==> config.mk <==
export PLATFORM = sky130hd
export DESIGN_NAME = pb_keyscan_flat
export DESIGN_NICKNAME = d
export VERILOG_FILES = /design/src/rtl/pb_keyscan_if.sv /design/src/rtl/pb_keyscan.sv /design/src/flat_wrapper.sv
export SDC_FILE = /design/constraint.sdc
export NUM_CORES = 1
export LEC_CHECK = 0
export BUFFER_PORTS_ARGS = -buffer_cell sky130_fd_sc_hd__buf_2
export CORE_UTILIZATION = 30
export DETAILED_ROUTE_END_ITERATION = 7
export PLACE_DENSITY = 0.44
export SETUP_SLACK_MARGIN = 0.1
export SKIP_LAST_GASP = 1
export SLEW_MARGIN = 20
export SYNTH_ARGS = -nofsm -noshare
export SYNTH_HDL_FRONTEND = slang
export SYNTH_SLANG_ARGS = --single-unit
==> constraint.sdc <==
create_clock -name hz100 -period 2.85 [get_ports hz100]
set_input_delay 0.1425 -clock hz100 [delete_from_list [all_inputs] [get_ports hz100]]
set_output_delay 0.1425 -clock hz100 [all_outputs]
set_load 0.005 [all_outputs]
==> src/rtl/pb_keyscan_if.sv <==
// Key event bundle between the raw pushbutton bank, the scanner and the game FSM.
// The master drives the buttons and consumes the key event; the slave is the scanner.
interface pb_keyscan_if;
    logic [19:0] pb;
    logic [4:0]  keycode;
    logic        keyvalid;
    logic        held;
    logic        multi;

    modport master (
        output pb,
        input  keycode,
        input  keyvalid,
        input  held,
        input  multi
    );

    modport slave (
        input  pb,
        output keycode,
        output keyvalid,
        output held,
        output multi
    );
endinterface

==> src/rtl/pb_keyscan.sv <==
// Pushbutton scanner: synchronises 20 raw buttons, debounces one tracked key at a
// time and emits one encoded strobe per press, plus held/multi status.
module pb_keyscan #(
    parameter logic [3:0] DB_CYCLES = 4'd3
) (
    input  logic         hz100,
    input  logic         reset,
    pb_keyscan_if.slave  bus
);

    typedef enum logic [2:0] {
        IDLE,
        DEBOUNCE,
        PRESSED,
        HOLD,
        RELEASE
    } state_t;

    logic [19:0] r_pb_p0;
    logic [19:0] r_pb_p1;
    logic [19:0] w_s;
    logic        w_cand_set;
    state_t      r_state;
    logic [3:0]  r_cnt;
    logic [4:0]  r_cand;
    logic [4:0]  r_keycode;
    logic        r_keyvalid;
    logic        r_held;
    logic        r_multi;

    function automatic logic [4:0] lowest_idx(input logic [19:0] v);
        logic [4:0] idx;
        idx = 5'd0;
        for (int i = 19; i >= 0; i--) begin
            if (v[i]) idx = 5'(i);
        end
        return idx;
    endfunction

    // Clearing the lowest set bit leaves something only if two or more were set.
    function automatic logic more_than_one(input logic [19:0] v);
        return (v & (v - 20'd1)) != 20'd0;
    endfunction

    assign w_s        = r_pb_p1;
    assign w_cand_set = w_s[r_cand];

    always_ff @(posedge hz100 or negedge reset) begin
        if (!reset) begin
            r_pb_p0    <= '0;
            r_pb_p1    <= '0;
            r_state    <= IDLE;
            r_cnt      <= 4'd0;
            r_cand     <= 5'd0;
            r_keycode  <= 5'd0;
            r_keyvalid <= 1'b0;
            r_held     <= 1'b0;
            r_multi    <= 1'b0;
        end else begin
            // synchroniser stages p0 -> p1
            r_pb_p0    <= bus.pb;
            r_pb_p1    <= r_pb_p0;
            r_keyvalid <= 1'b0;
            case (r_state)
                IDLE: begin
                    if (w_s != 20'd0) begin
                        r_cand  <= lowest_idx(w_s);
                        r_cnt   <= 4'd1;
                        r_state <= DEBOUNCE;
                    end
                end
                DEBOUNCE: begin
                    if (!w_cand_set) begin
                        r_state <= IDLE;
                    end else if (r_cnt == DB_CYCLES) begin
                        r_state    <= PRESSED;
                        r_keyvalid <= 1'b1;
                        r_keycode  <= r_cand;
                        r_multi    <= more_than_one(w_s);
                    end else begin
                        r_cnt <= r_cnt + 4'd1;
                    end
                end
                PRESSED: begin
                    r_state <= HOLD;
                    r_held  <= 1'b1;
                end
                HOLD: begin
                    if (w_s == 20'd0) begin
                        r_cnt   <= 4'd1;
                        r_state <= RELEASE;
                    end
                end
                RELEASE: begin
                    // Any activity while releasing counts as a bounce of the held key.
                    if (w_s != 20'd0) begin
                        r_state <= HOLD;
                    end else if (r_cnt == DB_CYCLES) begin
                        r_state <= IDLE;
                        r_held  <= 1'b0;
                    end else begin
                        r_cnt <= r_cnt + 4'd1;
                    end
                end
                default: begin
                    r_state <= IDLE;
                    r_held  <= 1'b0;
                end
            endcase
        end
    end

    assign bus.keycode  = r_keycode;
    assign bus.keyvalid = r_keyvalid;
    assign bus.held     = r_held;
    assign bus.multi    = r_multi;

endmodule
==> src/flat_wrapper.sv <==
// flat-port wrapper written by rule: the top's interface ports become plain ports
module pb_keyscan_flat 
#(
    parameter logic [3:0] DB_CYCLES = 4'd3
)
  (hz100, reset, bus_pb, bus_keycode, bus_keyvalid, bus_held, bus_multi);
  pb_keyscan_if bus_i ();
  input  logic hz100;
  input  logic reset;
  input wire logic [$bits(bus_i.pb)-1:0] bus_pb;
  output wire logic [$bits(bus_i.keycode)-1:0] bus_keycode;
  output wire logic [$bits(bus_i.keyvalid)-1:0] bus_keyvalid;
  output wire logic [$bits(bus_i.held)-1:0] bus_held;
  output wire logic [$bits(bus_i.multi)-1:0] bus_multi;
  assign bus_i.pb = bus_pb;
  assign bus_keycode = bus_i.keycode;
  assign bus_keyvalid = bus_i.keyvalid;
  assign bus_held = bus_i.held;
  assign bus_multi = bus_i.multi;
  pb_keyscan #(.DB_CYCLES(DB_CYCLES)) u_core (.hz100(hz100), .reset(reset), .bus(bus_i));
endmodule
* Yosys cells after proc, flatten, opt, wreduce, memory -nomap -nowiden
Cells that the tools add are included.
Cells by class: equal/unequal tests 12, reductions and logical operators 11, magnitude comparators 1, muxes and demuxes 41, bitwise operators 2, add/subtract/negate cells 2
Operator list (number):
- 2-to-1 mux 5 bit | 20
- nonzero test 20 bit | 2
- bitwise AND 20 bit | 1
- zero test 20 bit | 1
- 2-to-1 mux 4 bit | 5
- subtractor 20 x 1 -> 20 bit (second input constant) | 1
- 2-to-1 mux 3 bit | 6
- case mux 4 bit (4 select lines) | 1
- case mux 3 bit (5 select lines) | 1
- != test 2 x 1 -> 1 bit (second input constant) | 4
- equality test 3 x 2 -> 1 bit (second input constant) | 2
- < comparator 5 x 6 -> 1 bit (second input constant) | 1
- 2-to-1 mux 1 bit | 6
- AND reduction 3 bit | 2
- binary-select mux 1 bit (select 5 bit) | 1
- AND reduction 5 bit | 1
- adder 4 x 1 -> 4 bit (second input constant) | 1
- equality test 4 x 2 -> 1 bit (second input constant) | 1
- AND reduction 4 bit | 1
- nonzero test 4 bit | 1
- equality test 3 x 1 -> 1 bit (second input constant) | 1
- equality test 3 bit (second input constant) | 1
- zero test 3 bit | 1
- != test 3 x 1 -> 1 bit (second input constant) | 1
- other kinds (6) | 6
Word-level totals: word-level logic and storage cells 78, register bits 60

* Longest topological paths before layout
Gate-level depths: netlist (run 1).
word-level depth 20, mapped depth 7, depth with buffers taken out 6

* Least setup slack after synthesis (run 1)
OpenSTA, ideal clock, no wires.
path kind register to register, start register u_core.r_pb_p1[1], end register u_core.r_multi (netlist: u_core.bus.multi), path slack 0.269 ns, setup time 0.125 ns, clock period less this slack 2.581 ns, arrival time 2.456 ns, cell stages (with the launch flop) 8, required time 2.725 ns, cell sequence dfrtp_1 > or4_1 > clkbuf_2 > or4_4 > nor3_2 > o22ai_1 > or4_1 > mux2_4
Between the ends: cells in the longest elaborated chain, start to end 3
Ends and longest elaborated chain:
- from (decl) | RTL line pb_keyscan.sv:20 | logic [19:0] r_pb_p1;
- from (signal assigned) | RTL line pb_keyscan.sv:62 | r_pb_p1 <= r_pb_p0;
- subtractor 20 x 1 -> 20 bit or binary-select mux 1 bit (select 5 bit) (tied branches) | RTL line pb_keyscan.sv:42, pb_keyscan.sv:46
- bitwise AND 20 bit or 2-to-1 mux 1 bit (tied branches) | RTL line pb_keyscan.sv:42, pb_keyscan.sv:46
- nonzero test 20 bit or AND reduction 3 bit (tied branches)
- to (signal assigned) | RTL line pb_keyscan.sv:79 | r_multi <= more_than_one(w_s);
- to (decl) | RTL line pb_keyscan.sv:29 | logic r_multi;
Parallel ways exist; a longest one is shown, timed or not. The select of a mux whose other input is x is not followed. A chain may end at the register's enable or synchronous reset.

* Final worst setup path (run 1)
start register u_core.r_pb_p1[12], end register u_core.r_multi (netlist: u_core.bus.multi)
Same word-level chain as after synthesis.

==> metrics.txt, run 1 <==
non-filler cells, final=393; synthesis-stage register bit count=60; area leader, netlist=dfrtp_1; maxcap violations=0; CP required=3.06 ns; Critical Path Start Type=flop; synth cell count leaders=dfrtp_1, nor2_1, a21oi_1; share of layout cells above drive strength 1=25.7%; register area share after synthesis=58.6%; GRT overflow=0; count leader, synth=dfrtp_1; crit path max fanout=8; largest cells by area after synthesis=dfrtp_1, a21oi_1, nor2_1; Logic pwr share=18.6%; Synth top area share=58.6%; pre-CTS worst setup slack=0.128 ns; Util after Layout=40.4%; clock skew=0.0116 ns; critical path class=flop to flop; drt pass-1 iters=4; P_sw=0.679 mW; Peak VDD IR=0.315 mV; Die W=94.4 um; CTS Buffer Depth=2; Root Driver=clkbuf_8; CTS tree=yes; Total GRT Usage=13.2%; drt drc=0; maximum number of pins on one net before global-route repair=35; DRT Wirelength=5230 um; # diodes=0; Max transition margin=60.9%; antenna violations before repair=0; dpl hpwl=3640 um; critical path capture point type=flop; total power draw=2.47 mW; PwrDens=742 nW/um2; Sequential Power Share=43.5%; Die Ht=94.4 um; CTS Sinks=60; I/O pin count=30; Core ar.=8260 um2; Initial Utilization=31.0%; CP Data Arrival Time=2.85 ns; setup TNS=0 ns; Post-synth ARST share=100%; fill cell count=816; # setup viols final=0; Post-synth top flop=dfrtp_1; Crit. Startpoint=u_core.r_pb_p1[12]; clock-pin slew on the worst setup and hold paths=0.08 ns; H-tree depth=3; Sw Ratio=27.4%; Die ar.=8910 um2; yosys warns=0; total CTS buffers=9; syn avg cell area=11.5 um2; Final Hold Viols=0; initial DRC count=65; mean routed wirelength per cell=13.3 um; Worst-Skew Late Latency=0.33 ns; maximum clock rate=0.379 GHz; nets=306; run status=finished clean; GP Congestion=0.760; RSZ-0062 raised after global routing=no; Cells after DPL=354; # rows=33; internal cell power=1.80 mW; DR vias=1881; vias in the first global route=1759; Post-synth EDFFs=0; worst hold path type=input port to async pin; worst setup margin=0.210 ns; Max Slew Vio Count=0; post-synthesis net count=245; Syn Std Cell Area=2560 um2; min Tclk post-route=2.64 ns; antenna viol nets, final=0; Leak=1.42 nW; Syn-to-layout area delta=30.2%; Slew @ Worst Pin=0.587 ns; Cell variety after synth=49; Crit Reg-Reg Startpoint=u_core.r_pb_p1[12]; port bufs=29; Mapped Cells=222; fin crit share=92.6%; power share of the clock group=37.9%; Vias/cell=4.79; global-route wire length before repair=8800 um
[state kept, by name (all words and copies together), names as in the netlist]
signal and count:
u_core.r_pb_p1 20, u_core.bus.multi 1, u_core.r_cnt 4, u_core.r_state 3, u_core.bus.keyvalid 1, u_core.bus.keycode 5
u_core.r_cand 5, u_core.bus.held 1, u_core.r_pb_p0 20
[area by class of cell]
| class | count | area (um2) | area share, % |
|---|---|---|---|
| Sequential cell | 60 | 1510 | 45.1 |
| Clock buffer | 10 | 138 | 4.13 |
| Clock inverter | 6 | 111 | 3.34 |
| Inverter | 6 | 22.5 | 0.675 |
| Tap cell | 105 | 131 | 3.94 |
| Timing Repair Buffer | 58 | 415 | 12.5 |
| Multi-Input combinational cell | 148 | 1010 | 30.3 |
[cells in the final DEF, fill, tap and decap left out, drive strengths merged, types with 3 or more instances in the layout]
cell / Yosys / final
or4: 6 / 6
mux2i: 4 / 4
bufinv: 0 / 3
nor4: 7 / 7
o22ai: 3 / 3
nand2: 11 / 11
o21ai: 4 / 4
nand2b: 7 / 7
a21oi: 16 / 16
buf: 2 / 37
a211oi: 4 / 4
o31ai: 3 / 3
or3: 3 / 3
and3: 3 / 3
dfrtp: 60 / 60
inv: 6 / 6
clkbuf: 6 / 10
nor2: 20 / 20
dlygate4sd3: 0 / 21
o41ai: 3 / 3
mux4: 3 / 3
nor3: 10 / 10
mux2: 6 / 6
nand3: 5 / 5
[path summary, 6_finish.rpt]
check | end | slack, ns | cells past startpoint
max | u_core.bus.multi | 0.21 | 6
min | u_core.r_cnt[0] | 0.34 | 2
max reg2reg | u_core.bus.multi | 0.21 | 6
min reg2reg | u_core.r_pb_p1[8] | 0.34 | 0
max in group asynchronous | u_core.r_pb_p1[8] | 1.64 | 3
min in group hz100 | u_core.r_pb_p1[8] | 0.34 | 0
[layer usage]
layer / GRT usage (%) / part of all wire, % / vias to the layer above
li1: - / - / 947
met1: 18.0 / 49 / 892
met2: 19.3 / 46 / 34
met3: 3.78 / 3.7 / 8
met4: 5.77 / 1.4 / 0
met5: 0 / 0 / -
[power groups by stage]
stage          Combinational [mW]  Clock (mW)  Sequential [mW]
6_report                    0.460       0.937             1.08
2_1_floorplan               0.355           0             1.03
3_3_place_gp                0.435           0             1.10
5_1_grt                     0.514       0.998             1.10
3_5_place_dp                0.438           0             1.09
4_1_cts                     0.461       0.965             1.08
[critical path, cell delays in order (launching register included)]
cell and delay, ns:
dfrtp_1 0.46, or4_1 0.63, or4_4 0.47, nor3_2 0.17
o22ai_1 0.09, or4_1 0.43, mux2_4 0.27
[through the flow]
step           cell area [um2]  hold WS [ns]
2_1_floorplan             2560        -0.153
3_3_place_gp              2850         0.185
3_5_place_dp              2850         0.187
4_1_cts                   3310         0.348
5_1_grt                   3330         0.356
6_report                  3330         0.341
[what timing repair did]
action                                 in CTS  in global routing
endpoints found under the hold margin      46                  0
resized for setup                           0                  5
setup endpoints to repair                   0                  3
setup buffers                               0                  2
hold buffers                               21                  0
[kinds of logic (layout without fill, tap and decap cells)]
logic type	after synthesis	count (layout)	share of synthesized area (%)
compound gates	50	50	12.9
fa+ha+maj	3	3	1.27
buf+inv	14	80	2.20
flops	60	60	58.6
mux	13	13	6.99
simple gates	82	82	18.0
(Power assumes the default switching activity.)
==> run 2: changes to the inputs <==
--- a/config.mk
+++ b/config.mk
@@ -5,6 +5,7 @@
 export SDC_FILE = /design/constraint.sdc
 export NUM_CORES = 1
 export LEC_CHECK = 0
+export ABC_AREA = 1
 export BUFFER_PORTS_ARGS = -buffer_cell sky130_fd_sc_hd__buf_2
 export CORE_UTILIZATION = 30
 export DETAILED_ROUTE_END_ITERATION = 7
==> run 2 against run 1 <==
  * Worst hold slack got worse by 0.0050 ns
  * Sequential share of layout area is 0.56 points higher
  * Clock-buffer cell count increased by 2
  * Maximum frequency increased by 24%
  * Area after synthesis rose by 2.0%
  * Critical endpoint unchanged
  * Design area fell by 1.5%
==> metrics.txt, run 2 <==
run status=finished clean; Total GRT Usage=13.7%; worst hold path type=flop to flop; Vias/cell=4.34; synthesis-stage register bit count=60; RSZ-0062 raised after global routing=no; largest cells by area after synthesis=dfrtp_1, nand2_1, inv_1; # diodes=0; Core ar.=8300 um2; Die ar.=9080 um2; Final Hold Viols=0; mean routed wirelength per cell=11.6 um; Leak=1.63 nW; Root Driver=clkbuf_8; critical path capture point type=flop; GRT overflow=0; drt drc=0; CTS Buffer Depth=2; pre-CTS worst setup slack=0.738 ns; crit path max fanout=19; Crit Reg-Reg Startpoint=u_core.r_cand[0]; PwrDens=779 nW/um2; Initial Utilization=31.5%; worst setup margin=0.713 ns; Cells after DPL=420; H-tree depth=3; Synth top area share=57.5%; clock-pin slew on the worst setup and hold paths=0.07 ns; commonest non-fill, non-tap cell in the layout=nand2_1; Slew @ Worst Pin=0.791 ns; share of layout cells above drive strength 1=18.5%; Worst-Skew Late Latency=0.34 ns; DR vias=1980; post-synthesis net count=311; Die Ht=95.3 um; Post-synth ARST share=100%; syn avg cell area=9.07 um2; Seq. cell area=1500 um2; global-route wire length before repair=9120 um; area of the multi-input gates=907 um2; DRT Wirelength=5280 um; synth cell count leaders=nand2_1, dfrtp_1, inv_1; worst setup path end=u_core.bus.multi; antenna viol nets, final=0; CTS tree=yes; Peak VDD IR=0.275 mV; total CTS buffers=9; register area share after synthesis=57.5%; Syn Std Cell Area=2610 um2; Max transition margin=47.3%; maximum clock rate=0.468 GHz; Die W=95.3 um; fin crit share=75.0%; worst reg2reg path depth=12; fill cell count=856; antenna violations before repair=0; setup TNS=0 ns; I/O pin count=30; area leader, netlist=dfrtp_1; Post-synth EDFFs=0; Mapped Cells=288; # rows=33; critical path class=flop to flop; Max Slew Vio Count=0; commonest non-fill, non-tap cells in the layout=nand2_1, dfrtp_1, inv_1; maxcap violations=0; FF-to-FF End=u_core.bus.multi; count leader, synth=nand2_1; maximum number of pins on one net before global-route repair=36; Post-synth top flop=dfrtp_1; initial DRC count=62; # setup viols final=0; Syn-to-layout area delta=25.8%; CTS Sinks=60; Setup Buffers After CTS=0; yosys warns=0; CP Data Arrival Time=2.41 ns; non-filler cells, final=456; Critical Path Start Type=flop; Util after Layout=39.6%; port bufs=29; nets=370; Regs by FF count=u_core.r_pb_p0 x20, u_core.r_pb_p1 x20; worst hold slack=0.336 ns; drt pass-1 iters=4; R2R Setup Slk=0.71 ns; clock skew=0.0118 ns; GP Congestion=0.871; Cell variety after synth=33; min Tclk post-route=2.14 ns; vias in the first global route=1935; dpl hpwl=3840 um; Crit. Startpoint=u_core.r_cand[0]; CP required=3.12 ns
## run 2: cell type report
| type | instances | area share, % |
|---|---|---|
| flip-flops and latches | 60 | 45.7 |
| multi-input cells | 179 | 27.6 |
| repair buffers | 51 | 11.0 |
| inverters | 46 | 5.26 |
| clock buffers | 12 | 5.03 |
| well taps | 105 | 4.00 |
| clock inverters | 3 | 1.37 |
## run 2: per-stage QoR
stage / instance area (um2) / power (mW)
2_1_floorplan: 2610 / 1.59
3_3_place_gp: 2870 / 1.77
3_5_place_dp: 2870 / 1.77
4_1_cts: 3290 / 2.60
5_1_grt: 3290 / 2.76
6_report: 3290 / 2.56
## run 2: timing repair
item,4_1_cts,5_1_grt
hold endpoints to repair,54,0
resized for setup,0,0
hold buffers,21,0
## run 2: report_power, final
group | total, mW | switching (mW) | internal (mW)
combinational | 0.692 | 0.435 | 0.257
sequential | 1.08 | 0.110 | 0.968
clock | 0.790 | 0.320 | 0.470
total | 2.56 | 0.865 | 1.69
## run 2: cells by family (layout without fill, tap and decap cells)
| group | after synthesis | in the layout | share of synthesized area, % |
|---|---|---|---|
| fa+ha+maj | 1 | 1 | 0.479 |
| compound gates | 52 | 52 | 12.0 |
| flops | 60 | 60 | 57.5 |
| simple gates | 125 | 125 | 21.9 |
| xor+xnor | 1 | 1 | 0.335 |
| buf+inv | 49 | 112 | 7.76 |
## run 2: layer usage
layer | vias up | track usage [%] | part of all wire (%) | routed length, um
li1 | 1043 | - | - | -
met1 | 882 | 17.5 | 49 | 2580
met2 | 47 | 20.4 | 45 | 2360
met3 | 8 | 5.74 | 4.5 | 240
met4 | 0 | 5.30 | 1.8 | 97
met5 | - | 0 | 0 | 0
## run 2: how the worst min path moves through the flow
stage | startpoint | endpoint | slack, ns | cells after the start
final | u_core.r_pb_p0[5] | u_core.r_pb_p1[5] | 0.34 | 0
after global routing | u_core.r_pb_p0[5] | u_core.r_pb_p1[5] | 0.35 | 0
after CTS | u_core.r_pb_p0[5] | u_core.r_pb_p1[5] | 0.34 | 0
after detailed placement | bus_pb[8] | u_core.r_pb_p0[8] | 0.25 | 1
after global placement | bus_pb[8] | u_core.r_pb_p0[8] | 0.25 | 1
after floorplan | reset | u_core.bus.held | -0.15 | 0
## run 2: critical path, cell delays in order (launching register included)
cell      delay [ns]
dfrtp_1         0.66
inv_1           0.17
nand2_1         0.09
nand3_1         0.06
a21oi_1         0.15
o221ai_1        0.12
nand2_1         0.11
inv_2           0.05
nor2_2          0.09
nand2_1         0.25
inv_1           0.15
o21ai_1         0.08
nand2_1         0.06
